`config.mk`:
```
export PLATFORM = sky130hd
export DESIGN_NAME = uart_rx_flat
export DESIGN_NICKNAME = d
export VERILOG_FILES = /design/src/rtl/uart_rx_if.sv /design/src/rtl/uart_rx.sv /design/src/flat_wrapper.sv
export SDC_FILE = /design/constraint.sdc
export NUM_CORES = 1
export LEC_CHECK = 0
export ABC_AREA = 1
export BUFFER_PORTS_ARGS = -buffer_cell sky130_fd_sc_hd__buf_2
export CORE_UTILIZATION = 45
export DETAILED_ROUTE_END_ITERATION = 16
export GPL_TIMING_DRIVEN = 1
export PLACE_DENSITY_LB_ADDON = 0.15
export RECOVER_POWER = 25
export SLEW_MARGIN = 15
export SYNTH_ARGS = -nofsm -noshare
export SYNTH_HDL_FRONTEND = slang
export SYNTH_SLANG_ARGS = --single-unit
```
`constraint.sdc`:
```
create_clock -name CLK -period 2.69 [get_ports CLK]
set_input_delay 0.269 -clock CLK [delete_from_list [all_inputs] [get_ports CLK]]
set_output_delay 0.269 -clock CLK [all_outputs]
set_load 0.1 [all_outputs]
```
`src/rtl/uart_rx_if.sv`:
```
// Bus bundle for uart_rx: serial line and frame configuration in, received word and status pulses out.
interface uart_rx_if #(
    parameter int DATA_WIDTH = 8
);
    logic                  RX_IN;
    logic [5:0]            Prescale;
    logic                  PAR_EN;
    logic                  PAR_TYP;
    logic [DATA_WIDTH-1:0] P_DATA;
    logic                  data_valid;
    logic                  par_err;
    logic                  stp_err;

    modport master (
        output RX_IN, Prescale, PAR_EN, PAR_TYP,
        input  P_DATA, data_valid, par_err, stp_err
    );

    modport slave (
        input  RX_IN, Prescale, PAR_EN, PAR_TYP,
        output P_DATA, data_valid, par_err, stp_err
    );
endinterface

```
`src/rtl/uart_rx.sv`:
```
// Oversampling UART receiver with optional parity; one-cycle status pulse at each frame end.
// Define UART_RX_MAJORITY_SAMPLE_EN for 3-sample majority voting around the bit centre.
module uart_rx #(
    parameter int DATA_WIDTH = 8
) (
    input logic     CLK,
    input logic     RST,
    uart_rx_if.slave bus
);
    localparam int BW = (DATA_WIDTH > 1) ? $clog2(DATA_WIDTH) : 1;

    typedef enum logic [2:0] {IDLE, START, DATA, PARITY, STOP} state_t;

    state_t                state, state_next;
    logic [5:0]            edge_cnt;
    logic [5:0]            prescale_q;
    logic [BW-1:0]         bit_cnt;
    logic [DATA_WIDTH-1:0] shift_reg;
    logic                  par_en_q, par_typ_q;
    logic                  par_flag, stp_flag;
    logic [5:0]            half;
    logic                  last_edge, last_bit;
    logic                  sample_stb, sample_bit, frame_end;

`ifdef UART_RX_MAJORITY_SAMPLE_EN
    logic [1:0] early;

    always_ff @(posedge CLK or negedge RST) begin
        if (!RST) begin
            early <= '0;
        end else if (edge_cnt == half - 6'd1) begin
            early[0] <= bus.RX_IN;
        end else if (edge_cnt == half) begin
            early[1] <= bus.RX_IN;
        end
    end
`endif

    always_ff @(posedge CLK or negedge RST) begin
        if (!RST) state <= IDLE;
        else      state <= state_next;
    end

    always_comb begin
        state_next = state;
        case (state)
            IDLE:    if (!bus.RX_IN) state_next = START;
            START: begin
                if (sample_stb && sample_bit) state_next = IDLE;
                else if (last_edge)           state_next = DATA;
            end
            DATA:    if (last_edge && last_bit) state_next = par_en_q ? PARITY : STOP;
            PARITY:  if (last_edge) state_next = STOP;
            STOP:    if (last_edge) state_next = IDLE;
            default: state_next = IDLE;
        endcase
    end

    always_comb begin
        half      = {1'b0, prescale_q[5:1]};
        last_edge = (edge_cnt == prescale_q - 6'd1);
        last_bit  = (bit_cnt == BW'(DATA_WIDTH - 1));
        frame_end = (state == STOP) && last_edge;
`ifdef UART_RX_MAJORITY_SAMPLE_EN
        // Third vote arrives live one edge after centre, so the decision lands at half+1.
        sample_stb = (state != IDLE) && (edge_cnt == half + 6'd1);
        sample_bit = (early[0] & early[1]) | (early[0] & bus.RX_IN) | (early[1] & bus.RX_IN);
`else
        sample_stb = (state != IDLE) && (edge_cnt == half);
        sample_bit = bus.RX_IN;
`endif
    end

    always_ff @(posedge CLK or negedge RST) begin
        if (!RST) begin
            edge_cnt       <= '0;
            bit_cnt        <= '0;
            shift_reg      <= '0;
            prescale_q     <= '0;
            par_en_q       <= 1'b0;
            par_typ_q      <= 1'b0;
            par_flag       <= 1'b0;
            stp_flag       <= 1'b0;
            bus.P_DATA     <= '0;
            bus.data_valid <= 1'b0;
            bus.par_err    <= 1'b0;
            bus.stp_err    <= 1'b0;
        end else begin
            bus.data_valid <= frame_end && !par_flag && !stp_flag;
            bus.par_err    <= frame_end && par_flag;
            bus.stp_err    <= frame_end && stp_flag;
            if (frame_end && !par_flag && !stp_flag) bus.P_DATA <= shift_reg;

            if (state == IDLE) begin
                // The falling-edge cycle itself is edge 0 of the start bit.
                edge_cnt <= bus.RX_IN ? 6'd0 : 6'd1;
                bit_cnt  <= '0;
                if (!bus.RX_IN) begin
                    prescale_q <= bus.Prescale;
                    par_en_q   <= bus.PAR_EN;
                    par_typ_q  <= bus.PAR_TYP;
                    par_flag   <= 1'b0;
                    stp_flag   <= 1'b0;
                end
            end else begin
                edge_cnt <= (last_edge || state_next == IDLE) ? 6'd0 : edge_cnt + 6'd1;
                if (state == DATA && last_edge) bit_cnt <= bit_cnt + BW'(1);
                if (sample_stb) begin
                    case (state)
                        DATA:    shift_reg <= {sample_bit, shift_reg[DATA_WIDTH-1:1]};
                        PARITY:  par_flag  <= sample_bit ^ (^shift_reg) ^ par_typ_q;
                        STOP:    stp_flag  <= !sample_bit;
                        default: ;
                    endcase
                end
            end
        end
    end
endmodule
```
`src/flat_wrapper.sv`:
```
// flat-port wrapper written by rule: the top's interface ports become plain ports
module uart_rx_flat 
#(
    parameter int DATA_WIDTH = 8
)
  (CLK, RST, bus_RX_IN, bus_Prescale, bus_PAR_EN, bus_PAR_TYP, bus_P_DATA, bus_data_valid, bus_par_err, bus_stp_err);
  uart_rx_if #(.DATA_WIDTH(DATA_WIDTH)) bus_i ();
  input logic CLK;
  input logic RST;
  input wire logic [$bits(bus_i.RX_IN)-1:0] bus_RX_IN;
  input wire logic [$bits(bus_i.Prescale)-1:0] bus_Prescale;
  input wire logic [$bits(bus_i.PAR_EN)-1:0] bus_PAR_EN;
  input wire logic [$bits(bus_i.PAR_TYP)-1:0] bus_PAR_TYP;
  output wire logic [$bits(bus_i.P_DATA)-1:0] bus_P_DATA;
  output wire logic [$bits(bus_i.data_valid)-1:0] bus_data_valid;
  output wire logic [$bits(bus_i.par_err)-1:0] bus_par_err;
  output wire logic [$bits(bus_i.stp_err)-1:0] bus_stp_err;
  assign bus_i.RX_IN = bus_RX_IN;
  assign bus_i.Prescale = bus_Prescale;
  assign bus_i.PAR_EN = bus_PAR_EN;
  assign bus_i.PAR_TYP = bus_PAR_TYP;
  assign bus_P_DATA = bus_i.P_DATA;
  assign bus_data_valid = bus_i.data_valid;
  assign bus_par_err = bus_i.par_err;
  assign bus_stp_err = bus_i.stp_err;
  uart_rx #(.DATA_WIDTH(DATA_WIDTH)) u_core (.CLK(CLK), .RST(RST), .bus(bus_i));
endmodule
```
After elaboration in Yosys (flattened, before gate mapping)
Cells that the tools add are included.

Output and inout port bits: 11. Register bits: 41.

Bitwise gates (word level): 4. $add $sub $neg: 3. Muxes and demuxes: 20. Equality and inequality tests: 8. Reduce and logical (&&, ||, !) cells: 25.

Operator list (count): two-way mux 3 bit (9); one-hot mux 3 bit (5 select lines) (1); two-way mux 6 bit (2); logical AND 1 bit (9); AND reduction 3 bit (3); two-way mux 1 bit (8); nonzero test 2 bit (4); parity 8 bit (1); adder 6 x 1 -> 6 bit (second input constant) (1); == test 3 x 2 -> 1 bit (second input constant) (2); == test 3 bit (second input constant) (2); == test 6 x 5 -> 1 bit (1); == test 6 bit (1); zero test 3 bit (2); subtractor 6 x 1 -> 6 bit (second input constant) (1); adder 3 x 1 -> 3 bit (second input constant) (1); == test 3 x 1 -> 1 bit (second input constant) (1); zero test 1 bit (3); nonzero test 3 bit (1); != test 2 bit (second input constant) (1); NOT 1 bit (2); AND reduction 2 bit (1); bitwise XOR 1 bit (2); logical OR 1 bit (1).

Depth between registers and ports, before layout
Depth after elaboration: 9. Depth in mapped cells: 17.

Worst setup path before layout
Ideal clock, no wire load.

Path kind: register to register. Start point: register u_core.prescale_q[0]. End point: register u_core.bus.P_DATA[6]. Setup slack: 0.615 ns. Setup time: 0.121 ns. Arrival time: 1.953 ns. Path buffers: 1. Cell stages (with the launch flop): 17. Data required time: 2.569 ns. Cell sequence: dfrtp_1 > bufinv_8 > ha_1 > inv_1 > nand2_1 > nand2_1 > nor2_1 > nand2_1 > nor2_2 > nand3_4 > nor2_4 > inv_2 > nor3_4 > inv_2 > buf_6 > nand2_2 > o21ai_2.

Cells in the longest elaborated chain, start to end: 5.

Ends and longest elaborated chain: from (decl) (RTL line uart_rx.sv:16) `logic [5:0] prescale_q;`; from (signal assigned) (RTL line uart_rx.sv:99) `prescale_q <= bus.Prescale;`; subtractor 6 x 1 -> 6 bit (RTL line uart_rx.sv:61) `last_edge = (edge_cnt == prescale_q - 6'd1);`; == test 6 bit (RTL line uart_rx.sv:61); logical AND 1 bit (RTL line uart_rx.sv:63) `frame_end = (state == STOP) && last_edge;`; logical AND 1 bit (2 in series) (RTL line uart_rx.sv:92) `if (frame_end && !par_flag && !stp_flag) bus.P_DATA <= shift_reg;`; to (signal assigned) (RTL line uart_rx.sv:92); to (decl) (RTL line uart_rx_if.sv:21) `output P_DATA, data_valid, par_err, stp_err`.

No other way between the ends. A chain may end at the register's enable or synchronous reset.

Worst setup path in the final report
Start point: register u_core.prescale_q[0]. End point: register u_core.bus.P_DATA[2].

Same word-level chain as after synthesis.

==> results.toml <==
[place]
detailedPlacementHpwl_mm = 3.08
post_dp_cell_area_sq_um = 2440
dp_worst_setup_slack_ns = 0.457
routabilityCongestion = 0.804
port-buffer-count = 21

[worst_setup_path]
cp-startpoint = "u_core.prescale_q[0]"
worst-setup-path-type = "flip-flop to flip-flop"
critical_path_arrival_ns = 2.40
rrSetupSlack_ns = 0.47
regToRegEndpoint = "u_core.bus.P_DATA[2]"
timing.critical_path.fanout_max = 15
critPathLaunchType = "flip-flop"
rr_startpoint = "u_core.prescale_q[0]"
critical_path_required_ns = 2.86
depth_of_the_most_critical_reg_to_reg_path = 15
worst_setup_path_end_kind = "flip-flop"

[sta]
setup_viol = 0
timing_hold_violations_final = 0
timing.fmax_ghz = 0.450
timing.max_slew.rel_slack = -0.465
setup_total_neg_slack_ns = 0
finalWorstSetupSlack_ns = 0.469
period_utilisation_layout = 0.826
drv_slew = 42
fin_crit_ns = 2.22
worst_clock_skew_ns = 0.00336
worst_case_hold_slack_ns = 0.182
tightest_slew_ns = 2.20
rsz_0062_raised_after_global_routing = "no"

[clock_network]
cts_tree = "yes"
cts.sink_count = 41
ctsRootBufferMaster = "sky130_fd_sc_hd__clkbuf_8"
cts-hold-fix-buffers = 0
numCtsBuffers = 5
cts_resized = 0
cts_setup_buffers = 0
h-tree-depth = 2
clkLatencyLatePin_ns = 0.29
cts.path.max_buffers = 2
worst_setup_hold_path_clk_slew_ns = 0.08

[pwr]
pwr_density_cell_nw_per_um2 = 945
total_leakage_power_uw = 0.00130
power_switching_share = 0.413
totalPowerFinal_uw = 2410
share_comb_of_total_power = 0.434
clock_power_share = 0.210
p_sw_uw = 995
worst_ir_drop_vdd_mv = 0.460
internal_power_uw = 1420
power_share_of_the_sequential_group = 0.357

[global_routing]
grt_util_all_layers = 0.187
grt_start_max_net_pins = 42
number_of_global_route_vias_before_repair = 1589
initial_antenna_violation_count = 0
grt_remaining_overflow = 0
grt_first_pass_wirelength_mm = 7.45

[yosys]
synthDistinctLibCells = 29
synth_ff_type = "sky130_fd_sc_hd__dfrtp_1"
synth.top_cells.by_area = "sky130_fd_sc_hd__dfrtp_1 (45%), sky130_fd_sc_hd__nand2_1 (14%), sky130_fd_sc_hd__inv_1 (5.8%)"
ys_warn_count = 0
async_flop_share = 1.00
post_synth_instance_area_sq_um = 2260
synth_top_cells_by_count = "sky130_fd_sc_hd__nand2_1 (86), sky130_fd_sc_hd__dfrtp_1 (41), sky130_fd_sc_hd__inv_1 (35), sky130_fd_sc_hd__nand3_1 (21), sky130_fd_sc_hd__nor2_1 (21)"
synth.yosys.seq_area_share = 0.453
postSynthCellCount = 278
synth_enable_flop_cells = 0
synth.most_common_cell = "sky130_fd_sc_hd__nand2_1"
mappedNetlistNets = 293
yosys.area.top_type_share = 0.453
synth_top_cell_by_area = "sky130_fd_sc_hd__dfrtp_1"
syn-mean-instance-area_sq_um = 8.14
ys_seq_elements = 41

[cells_and_area]
final-seq-area_sq_um = 1030
antennaDiodeCount = 0
post_layout_nets = 318
multi_input_comb_area_sq_um = 1050
syn_to_final_growth_pct = 12.7
final_layout_size_suffix_gt1_frac = 0.178
finish.instance_area_sq_um = 2550
num-fill-cells = 467

[floorplan]
core_area_sq_um = 4790
design.die.area_sq_um = 5320
die_y_um = 72.9
floorplan.rows = 25
dieWidth_um = 72.9
starting_density_of_the_core = 0.473
floorplan.io_pins = 22

[detailed_routing]
wire_per_inst_um = 11.2
drt_iter0_markers = 132
detail_route.first_pass.iterations = 4
remaining_drc_errors = 0
route.vias.total = 1724
viasPerCell = 4.65
routed_wirelength_mm = 4.14
drt.antenna.violating_nets = 0

[hold_path]
hold_path_startpoint = "bus_Prescale[2]"
worst_hold_path.endpoint = "u_core.prescale_q[2]"
worstHoldPathCells = 3
hp-class = "primary input to flip-flop"

[outcome]
violations_in_the_final_reports = "max-capacitance violations, max-slew violations"
outcome = "finished with violations"

[flow_run]
maxCapViolations = 1
through the flow:
stage / std cells / util
2_1_floorplan: 278 / -
3_3_place_gp: 363 / 0.509
3_5_place_dp: 363 / 0.509
4_1_cts: 371 / 0.533
5_1_grt: 371 / 0.533
6_report: 371 / 0.533
cells in the final DEF (no fill, tap or decap), drive strengths merged:
master,instances
a21oi,3
buf,21
bufinv,2
clkbuf,8
dfrtp,41
ha,4
inv,39
mux2,1
nand2,91
nand3,22
nand4,3
nor2,25
nor3,4
o21ai,25
o32ai,1
xnor2,6
xor2,8
cell families after synthesis:
kind of cell | synth area share
buffers and inverters | 0.0829
multiplexers | 0.00497
adder cells (fa/ha/maj) | 0.0221
AND/OR/NAND/NOR | 0.294
AO/OA/AOI/OAI | 0.0774
flip-flops | 0.453
XOR/XNOR | 0.0658
power by group through the flow:
stage | logic [uW] | registers [uW] | clock network, uW
after floorplan | 859 | 845 | 0
after global placement | 1050 | 872 | 0
after detailed placement | 1050 | 873 | 0
after CTS | 1060 | 861 | 523
after global routing | 1220 | 881 | 548
final | 1050 | 860 | 506
final cells by class:
type	instances	share of cell area
multi-input cells	193	0.411
clock buffers	7	0.0338
clock inverters	1	0.0118
well taps	67	0.0329
flip-flops and latches	41	0.402
inverters	40	0.0642
repair buffers	22	0.0436
critical path, cell delays in order, from the launching register on:
cell,delay (ns)
sky130_fd_sc_hd__dfrtp_1,0.34
sky130_fd_sc_hd__bufinv_8,0.19
sky130_fd_sc_hd__ha_1,0.29
sky130_fd_sc_hd__inv_1,0.04
sky130_fd_sc_hd__nand2_1,0.04
sky130_fd_sc_hd__nand2_1,0.04
sky130_fd_sc_hd__nor2_1,0.13
sky130_fd_sc_hd__nand2_1,0.08
sky130_fd_sc_hd__nor2_2,0.15
sky130_fd_sc_hd__nand3_4,0.14
sky130_fd_sc_hd__nor2_4,0.11
sky130_fd_sc_hd__inv_2,0.05
sky130_fd_sc_hd__nor3_4,0.14
sky130_fd_sc_hd__inv_2,0.17
sky130_fd_sc_hd__nand2_1,0.12
sky130_fd_sc_hd__o21ai_2,0.05
how the worst max path moves through the flow:
stage | to
floorplan | u_core.bus.P_DATA[6]
global placement | u_core.bus.P_DATA[2]
detailed placement | u_core.bus.P_DATA[2]
CTS | u_core.bus.P_DATA[2]
global route | u_core.edge_cnt[4]
finish | u_core.bus.P_DATA[2]
per-layer routing:
metal,wire [um],track usage
met1,2130,0.276
met2,1760,0.271
met3,205,0.0428
met4,36,0.0588
met5,0,0
Power figures use the tool's default switching activity.
